--- config.mk ---
export PLATFORM = sky130hd
export DESIGN_NAME = inst_fetch
export DESIGN_NICKNAME = d
export VERILOG_FILES = /design/src/rtl/inst_fetch.sv
export SDC_FILE = /design/constraint.sdc
export NUM_CORES = 1
export LEC_CHECK = 0
export ABC_AREA = 1
export CORE_MARGIN = 2
export CORE_UTILIZATION = 44
export CTS_CLUSTER_SIZE = 28
export DETAILED_ROUTE_END_ITERATION = 8
export PLACE_DENSITY = 0.75
export SLEW_MARGIN = 20
export SYNTH_ARGS = -nofsm -noshare
export SYNTH_HDL_FRONTEND = slang
export SYNTH_SLANG_ARGS = --single-unit
export TNS_END_PERCENT = 30
--- constraint.sdc ---
create_clock -name clk -period 1.65 [get_ports clk]
set_input_delay 0.2475 -clock clk [delete_from_list [all_inputs] [get_ports clk]]
set_output_delay 0.2475 -clock clk [all_outputs]
set_load 0.05 [all_outputs]
--- src/rtl/inst_fetch.sv ---
// Instruction fetch stage: PC register, imem request/ack handshake,
// one-entry skid buffer and IF/ID output register.
module inst_fetch #(
    parameter int INST_ADDR_WIDTH = 16,
    parameter int INST_WIDTH      = 16,
    parameter logic [INST_ADDR_WIDTH-1:0] RESET_ADDR = '0
) (
    input  logic                       clk,
    input  logic                       rst,
    output logic [INST_ADDR_WIDTH-1:0] pc_cur,
    input  logic [INST_ADDR_WIDTH-1:0] pc_next,
    input  logic                       flush,
    output logic                       imem_req,
    output logic [INST_ADDR_WIDTH-1:0] imem_addr,
    input  logic                       imem_ack,
    input  logic [INST_WIDTH-1:0]      imem_rdata,
    input  logic                       stall,
    output logic                       if_valid,
    output logic [INST_WIDTH-1:0]      if_inst,
    output logic [INST_ADDR_WIDTH-1:0] if_pc
);

    typedef enum logic [1:0] {
        IDLE = 2'd0,
        REQ  = 2'd1,
        SKID = 2'd2,
        DROP = 2'd3
    } state_t;

    state_t                     state;
    logic [INST_WIDTH-1:0]      skid_inst;
    logic [INST_ADDR_WIDTH-1:0] skid_pc;

    logic ack;
    logic consume;
    logic out_free;

    assign imem_req  = (state == REQ) || (state == DROP);
    assign imem_addr = pc_cur;
    assign ack       = imem_req & imem_ack;
    assign consume   = if_valid & ~stall;
    assign out_free  = ~if_valid | consume;

    // Fetch FSM, PC register, skid buffer and IF/ID register
    always_ff @(posedge clk) begin
        if (rst) begin
            state     <= IDLE;
            pc_cur    <= RESET_ADDR;
            if_valid  <= 1'b0;
            if_inst   <= '0;
            if_pc     <= '0;
            skid_inst <= '0;
            skid_pc   <= '0;
        end else if (flush) begin
            // A request still in flight must have its data dropped
            if_valid  <= 1'b0;
            skid_inst <= '0;
            skid_pc   <= '0;
            pc_cur    <= pc_next;
            if (imem_req && !imem_ack)
                state <= DROP;
            else
                state <= REQ;
        end else begin
            case (state)
                IDLE: begin
                    state <= REQ;
                end
                REQ: begin
                    if (ack) begin
                        pc_cur <= pc_next;
                        if (out_free) begin
                            if_inst  <= imem_rdata;
                            if_pc    <= pc_cur;
                            if_valid <= 1'b1;
                        end else begin
                            skid_inst <= imem_rdata;
                            skid_pc   <= pc_cur;
                            state     <= SKID;
                        end
                    end else if (consume) begin
                        if_valid <= 1'b0;
                    end
                end
                SKID: begin
                    if (consume) begin
                        if_inst   <= skid_inst;
                        if_pc     <= skid_pc;
                        skid_inst <= '0;
                        skid_pc   <= '0;
                        state     <= REQ;
                    end
                end
                DROP: begin
                    if (consume)
                        if_valid <= 1'b0;
                    if (ack)
                        state <= REQ;
                end
                default: begin
                    state <= IDLE;
                end
            endcase
        end
    end

endmodule

==> results of run 1 <==
## per-stage QoR
step	setup slack (ps)	instances	setup TNS (ps)	area, um2
2_1_floorplan	28.8	592	0	3850
3_3_place_gp	13.6	773	0	4780
3_5_place_dp	-12.6	773	-54.6	4780
4_1_cts	19.9	790	0	5040
5_1_grt	-10.9	794	-12.6	5110
6_report	48.4	794	0	5110
## what timing repair did
item | 4_1_cts | 5_1_grt
pin swaps | 0 | 2
setup endpoints to repair | 1 | 36
hold buffers | 0 | 0
setup buffers | 1 | 3
gates resized for setup | 5 | 7
gates cloned | 0 | 1
## worst min-delay path, cell delays in order
cell             delay [ps]
clkdlybuf4s50_1         390
nor2_1                  100
nor2_1                   50
## flip-flops by register name, summed over array words and instances (netlist names)
| register | flops |
|---|---|
| state | 2 |
| skid_pc | 16 |
| if_pc | 16 |
| if_inst | 16 |
| if_valid | 1 |
| imem_addr | 16 |
| skid_inst | 16 |
## how the worst max path moves through the flow
stage	from	to	cells after the start
after floorplan	state[1]	state[0]	10
after global placement	stall	skid_pc[4]	11
after detailed placement	stall	skid_pc[8]	11
after CTS	state[1]	imem_req	6
after global routing	state[0]	if_pc[12]	10
final	state[1]	imem_req	6
## report_power, final
part / switching (mW) / total (mW) / internal (mW)
combinational: 1.14 / 1.74 / 0.600
clock: 0.726 / 1.71 / 0.981
sequential: 0.105 / 2.26 / 2.16
## layout make-up
cell class              instances  share of cell area [%]
clock inverters                 3                    1.35
repair buffers                125                    22.0
inverters                      76                    5.58
clock buffers                  13                    3.30
well taps                     108                    2.64
flip-flops and latches         83                    32.6
multi-input cells             386                    32.5
## cells by family (layout without fill, tap and decap cells)
family	Yosys count	in the layout	share of synthesized area [%]
AOI/OAI and AO/OA	67	67	9.60
adders and majority gates	3	3	0.976
buffers and inverters	123	217	14.6
DFF	83	83	43.2
and+or+nand+nor	316	316	31.6
## layout by cell type, fill, tap and decap left out, types with 3 or more instances in the layout
cell / count
inv_1: 73
clkbuf_8: 12
nand3_1: 9
o21a_1: 7
a21oi_1: 41
inv_2: 3
nor2_1: 153
o21ai_0: 16
nand2_2: 5
nand2_1: 145
dfxtp_1: 80
clkdlybuf4s50_1: 36
buf_4: 81
buf_12: 6
## metal layers
metal	track usage, %	vias up	wire length, um
li1	-	1926	-
met1	22.2	1594	3980
met2	33.3	81	4330
met3	4.24	13	452
met4	6.73	0	146
met5	0	-	0
==> metrics.md, run 1 <==
| Metric | Value |
|---|---|
| Clock Skew | `12.1 ps` |
| Share of cells above drive strength 1 | `17.8%` |
| P_leak | `2.56 nW` |
| Crit end category | `output pin` |
| Die Width | `97.5 um` |
| Area of the die | `9510 um2` |
| Fillers | `between 800 and 900` |
| Critical path type | `reg2out` |
| Gr ovfl total | `0` |
| Area Growth Syn to Fin | `32.9%` |
| Clock sinks | `83` |
| CP delay by family, top | `buffers and inverters` |
| Crit-path cells | `inv_1 > ha_4 > buf_4 > inv_2 > nand2_2 > buf_12` |
| Final hold slack | `between 400 and 500 ps` |
| Ys Warns | `0` |
| RR Endpoint | `if_pc[10]` |
| Slew HR | `83.6%` |
| Largest net degree at the start of global routing | `33` |
| Period utilization | `97.1%` |
| RSZ-0062 raised after global routing | `true` |
| All-Layer GR Usage | `18.8%` |
| Iteration-0 DRC Markers | `132` |
| CTS tree | `yes` |
| Core area | `approximately 8600 um2` |
| GP Congestion | `0.731` |
| Fin nets | `721` |
| Synth top area share | `43.2%` |
| Fmax | `624 MHz` |
| Clk buf depth | `2` |
| Die height | `roughly 97 um` |
| IO buf count | `102` |
| Number of synthesized flops with an enable pin | `0` |
| Synth top cells by count | `155 x nor2_1, 148 x nand2_1, 83 x dfxtp_1, 74 x inv_1, 41 x a21oi_1` |
| Reg area | `around 1700 um2` |
| Setup violations, final | `0` |
| Synth area leader | `dfxtp_1` |
| Multi-input gate area in the final layout | `1660 um2` |
| Initial Util | `between 40 and 50%` |
| H-tree depth | `3` |
| Top FF cell, synth | `dfxtp_1` |
| Root buffer cell | `clkbuf_8` |
| Power Density | `1120 nW/um2` |
| Run status | `finished, final reports clean` |
| Worst setup SP type | `flop` |
| CP max stage cell | `dfxtp_2` |
| VDD IR max | `0.613 mV` |
| Asr flop ratio synth | `0%` |
| Total power | `~5.7 mW` |
| DP HPWL | `6.09 mm` |
| Number of diodes | `0` |
| Layout Utilization | `59.5%` |
| I/O pins | `103` |
| #FFs+latches synth | `83` |
| Crit path DAT | `1350 ps` |
| Buf/Inv on CP | `4` |
| Num rows | `34` |
| # DRC | `0` |
| Reg2reg path depth | `10` |
| Initial antenna violation count | `0` |
| WHS Endpoint | `imem_addr[3]` |
| Period minus WS final | `1600 ps` |
| Hold Path Stages | `3` |
| ANT nets after route | `0` |
| Hold Startpoint | `pc_next[3]` |
| Yosys cell types | `21` |
| Slew @ Worst Pin | `246 ps` |
| Ranking of synthesized cells by area | `dfxtp_1 43%, nor2_1 15%, nand2_1 14%, inv_1 7.2%, a21oi_1 5.3%` |
| Mean Syn Cell Area | `6.50 um2` |
| Max Slew Vio Count | `0` |
| Skew-Pair Late Insertion Delay | `350 ps` |
| Worst Hold Class | `in2reg` |
| Count leader, synth | `nor2_1` |
| Synthesized area | `between 3000 and 4000 um2` |
| Slack of the worst reg-to-reg path | `80 ps` |
| Syn_nets | `632` |
| Max cap viols | `0` |
| Cell count after synthesis | `592` |
| Slowest cell delay on critical path | `340 ps` |
| Wire per inst | `about 11 um` |
| First-pass GRT wire length | `14.8 mm` |
| Total CTS buffers | `9` |
| Via density | `around 4.6` |
| Routed wire length | `approximately 8.9 mm` |
| Final hold viol count | `0` |
| Critical Path RT | `1400 ps` |
| FF-to-FF Start | `state[0]` |
| Vias in the first global route | `3425` |
| Clock transition at the registers of the reported paths | `roughly 90 ps` |
| Sequential cell area fraction in the yosys report | `43.2%` |
| Drt pass-1 iters | `4` |
| Vias post-DR | `3614` |
| Crit-path max FO | `6` |
No activity file was read; power rests on OpenSTA's default activity.
==> run 2: changes to the inputs <==
- CAP_MARGIN: unset -> 20
- CTS_CLUSTER_DIAMETER: unset -> 30
==> results of run 2 <==
The final DEF is identical to that of run 1; final timing and power are the same.
==> run 3: changes to the inputs <==
- CAP_MARGIN: 20 -> 25
- CORE_MARGIN: 2 -> 4
- PLACE_DENSITY: 0.75 -> 0.72
- clock period: 1.65 -> 1.8 ns (I/O delays scaled with it)
==> run 3 against run 2 <==
  * Cell area rose by 0.29%
  * Clock power decreased by 9.9%
  * Clock skew shrank 2.1 ps
  * Critical path depth decreased by 5
  * Hold slack better by 7.0 ps
  * Sequential share of layout area is 0.22 points lower
  * Final cell count down 1.6%
  * Critical endpoint is now if_inst[5]
  * Die area is 8.4% higher
  * First-iteration DRC count fell by 2.3%
  * Flip-flop and latch count unchanged
  * Non-clock buffer count fell by 10
  * Total power is 10% lower
  * Largest cell class unchanged
==> metrics.md, run 3 (synthesis gave the netlist of run 1 again) <==
| Metric | Value |
|---|---|
| Setup TNS | `0 ps (unchanged)` |
| Skew-Pair Late Insertion Delay | `350 ps (about the same)` |
| Critical Path RT | `1530 ps (+130 ps)` |
| Period minus WS final | `about 1800 ps` |
| Gr ovfl total | `0 (unchanged)` |
| Slack of the worst reg-to-reg path | `190 ps (+110 ps)` |
| GP Congestion | `0.774 (+5.8%)` |
| Hold Startpoint | `if_inst[13]` |
| Crit-path cells | `clkdlybuf4s50_1` |
| Total CTS buffers | `9 (unchanged)` |
| Slowest cell delay on critical path | `800 ps (+460 ps)` |
| Worst setup SP type | `flop` |
| RR Endpoint | `skid_pc[7]` |
| Power Density | `1000 nW/um2 (-10%)` |
| First-pass GRT wire length | `14.6 mm (-1.0%)` |
| Clock sinks | `83 (unchanged)` |
| Most common cell after layout, fill and taps aside | `nor2_1` |
| Critical path type | `reg2out` |
| CP delay by family, top | `buffers and inverters` |
| Root buffer cell | `clkbuf_8` |
| Commonest non-fill, non-tap cells in the layout | `154 x nor2_1, 148 x nand2_1, 83 x dfxtp_1` |
| Period utilization | `97.9%` |
| Final hold viol count | `0 (unchanged)` |
| Core area | `8340 um2 (-2.9%)` |
| Iteration-0 DRC Markers | `129 (-2.3%)` |
| CP max stage cell | `clkdlybuf4s50_1` |
| Reg2reg path depth | `9 (-1)` |
| Num rows | `33 (-2.9%)` |
| H-tree depth | `3 (unchanged)` |
| All-Layer GR Usage | `17.5% (-1.3 points)` |
| Share of cells above drive strength 1 | `8.14% (-9.6 points)` |
| VDD IR max | `0.464 mV (-24%)` |
| Number of diodes | `0 (unchanged)` |
| Routed wire length | `8.69 mm (-2.4%)` |
| Clock power frac | `30.0% (about the same)` |
| Initial Util | `46.1% (+1.4 points)` |
| Die height | `101 um (+4.1%)` |
| Critical path capture point | `if_inst[5]` |
| Area of the die | `10300 um2 (+8.4%)` |
| Clock transition at the registers of the reported paths | `90 ps (about the same)` |
| Fin nets | `711 (-1.4%)` |
| Initial antenna violation count | `0 (unchanged)` |
| Clk buf depth | `2 (unchanged)` |
| Max Slew Vio Count | `0 (unchanged)` |
| Vias in the first global route | `3412 (-0.38%)` |
| Final hold slack | `483 ps (+6.97 ps)` |
| Wire per inst | `11.1 um (-0.76%)` |
| I/O pins | `103 (unchanged)` |
| Internal Power | `3.35 mW (-10%)` |
| P_sw | `1.78 mW (-9.5%)` |
| FF-to-FF Start | `state[0]` |
| Crit-path max FO | `2 (-4)` |
| Slew @ Worst Pin | `515 ps (+270 ps)` |
| Critical path depth in cells | `1 (-5)` |
| Vias post-DR | `3583 (-0.86%)` |
| Slew HR | `65.6% (-18 points)` |
| Switching share of total power | `34.7% (+0.20 points)` |
| Comb power frac | `29.9% (-0.5 points)` |
| Largest net degree at the start of global routing | `49 (+48%)` |
| Clock Skew | `10.0 ps (-2.13 ps)` |
| DP HPWL | `5.99 mm (-1.6%)` |
| Drt pass-1 iters | `4 (unchanged)` |
| Worst Hold Class | `reg2reg` |
| RSZ-0062 raised after global routing | `false` |
| # DRC | `0 (unchanged)` |
| Crit end category | `output pin` |
| Reg power frac | `40.2% (+0.5 points)` |
| Max cap viols | `0 (unchanged)` |
| CTS tree | `yes` |
| Area Growth Syn to Fin | `33.3%` |
| Setup violations, final | `0 (unchanged)` |
| Die Width | `101 um (+4.1%)` |
| Via density | `4.59 (+0.79%)` |
| ANT nets after route | `0 (unchanged)` |
| Crit path DAT | `1490 ps (+140 ps)` |
| Fmax | `568 MHz` |
| IO buf count | `102 (unchanged)` |
| Buf/Inv on CP | `1 (-3)` |
| P_leak | `2.79 nW (+9.2%)` |
| CP startpoint | `if_inst[5]` |
| Run status | `finished, final reports clean` |
## run 3: changes by cell type in the layout (fill, tap and decap cells not counted), moves of 2 or more
| cell | change |
|---|---|
| dlymetal6s2s_1 | +21 |
| dfxtp_2 | -2 |
| dlygate4sd2_1 | +19 |
| buf_4 | -58 |
| ha_4 | -2 |
| ha_2 | +2 |
| nand2_1 | +3 |
| clkinvlp_4 | +2 |
| nand2_2 | -3 |
| dfxtp_1 | +3 |
| clkdlybuf4s50_1 | +10 |
## run 3: final cells by class
cell class              instances  area, um2
fillers                       789       3210
multi-input cells             386       1630
repair buffers                115       1180
well taps                     105        131
inverters                      76        285
clock buffers                  11        151
flip-flops and latches         83       1660
clock inverters                 5       83.8
## run 3: power groups by stage
stage	combinational, mW	sequential (mW)	clock (mW)
2_1_floorplan	0.686	2.51	0
3_3_place_gp	1.55	2.11	0
3_5_place_dp	1.57	2.11	0
4_1_cts	1.55	2.07	1.57
5_1_grt	1.67	2.08	1.65
6_report	1.53	2.06	1.54
## run 3: layer usage
metal	global-route usage (%)	vias up	share of wire [%]
met5	0	-	0
met2	30.3	89	48
met3	3.99	6	6.3
met4	5.73	0	0.91
li1	-	1902	-
met1	21.3	1586	45
## run 3: per-stage QoR
step,worst slack [ps],total power [mW],instance area [um2],cells,util (%)
2_1_floorplan,141,3.20,3850,592,-
3_3_place_gp,96.0,3.66,4860,765,58.3
3_5_place_dp,44.3,3.68,4860,765,58.3
4_1_cts,0.816,5.18,5070,781,60.8
5_1_grt,2.51,5.40,5130,781,61.5
6_report,38.0,5.14,5130,781,61.5
## run 3: worst min path at each step
stage                             end  slack (ps)  cells past startpoint
final                     if_inst[13]         480                      2
after global routing       if_inst[5]         510                      2
after CTS                 if_inst[13]         490                      2
after detailed placement   if_inst[8]         470                      2
after global placement    if_inst[14]         460                      2
after floorplan              state[0]         340                      1
## run 3: repair_timing
item | CTS | global route
gates resized for setup | 20 | 21
hold buffers | 0 | 0
setup buffers | 0 | 0
pin swaps | 0 | 0
hold endpoints to repair | 0 | 0
cloned | 0 | 0
setup endpoints to repair | 22 | 21
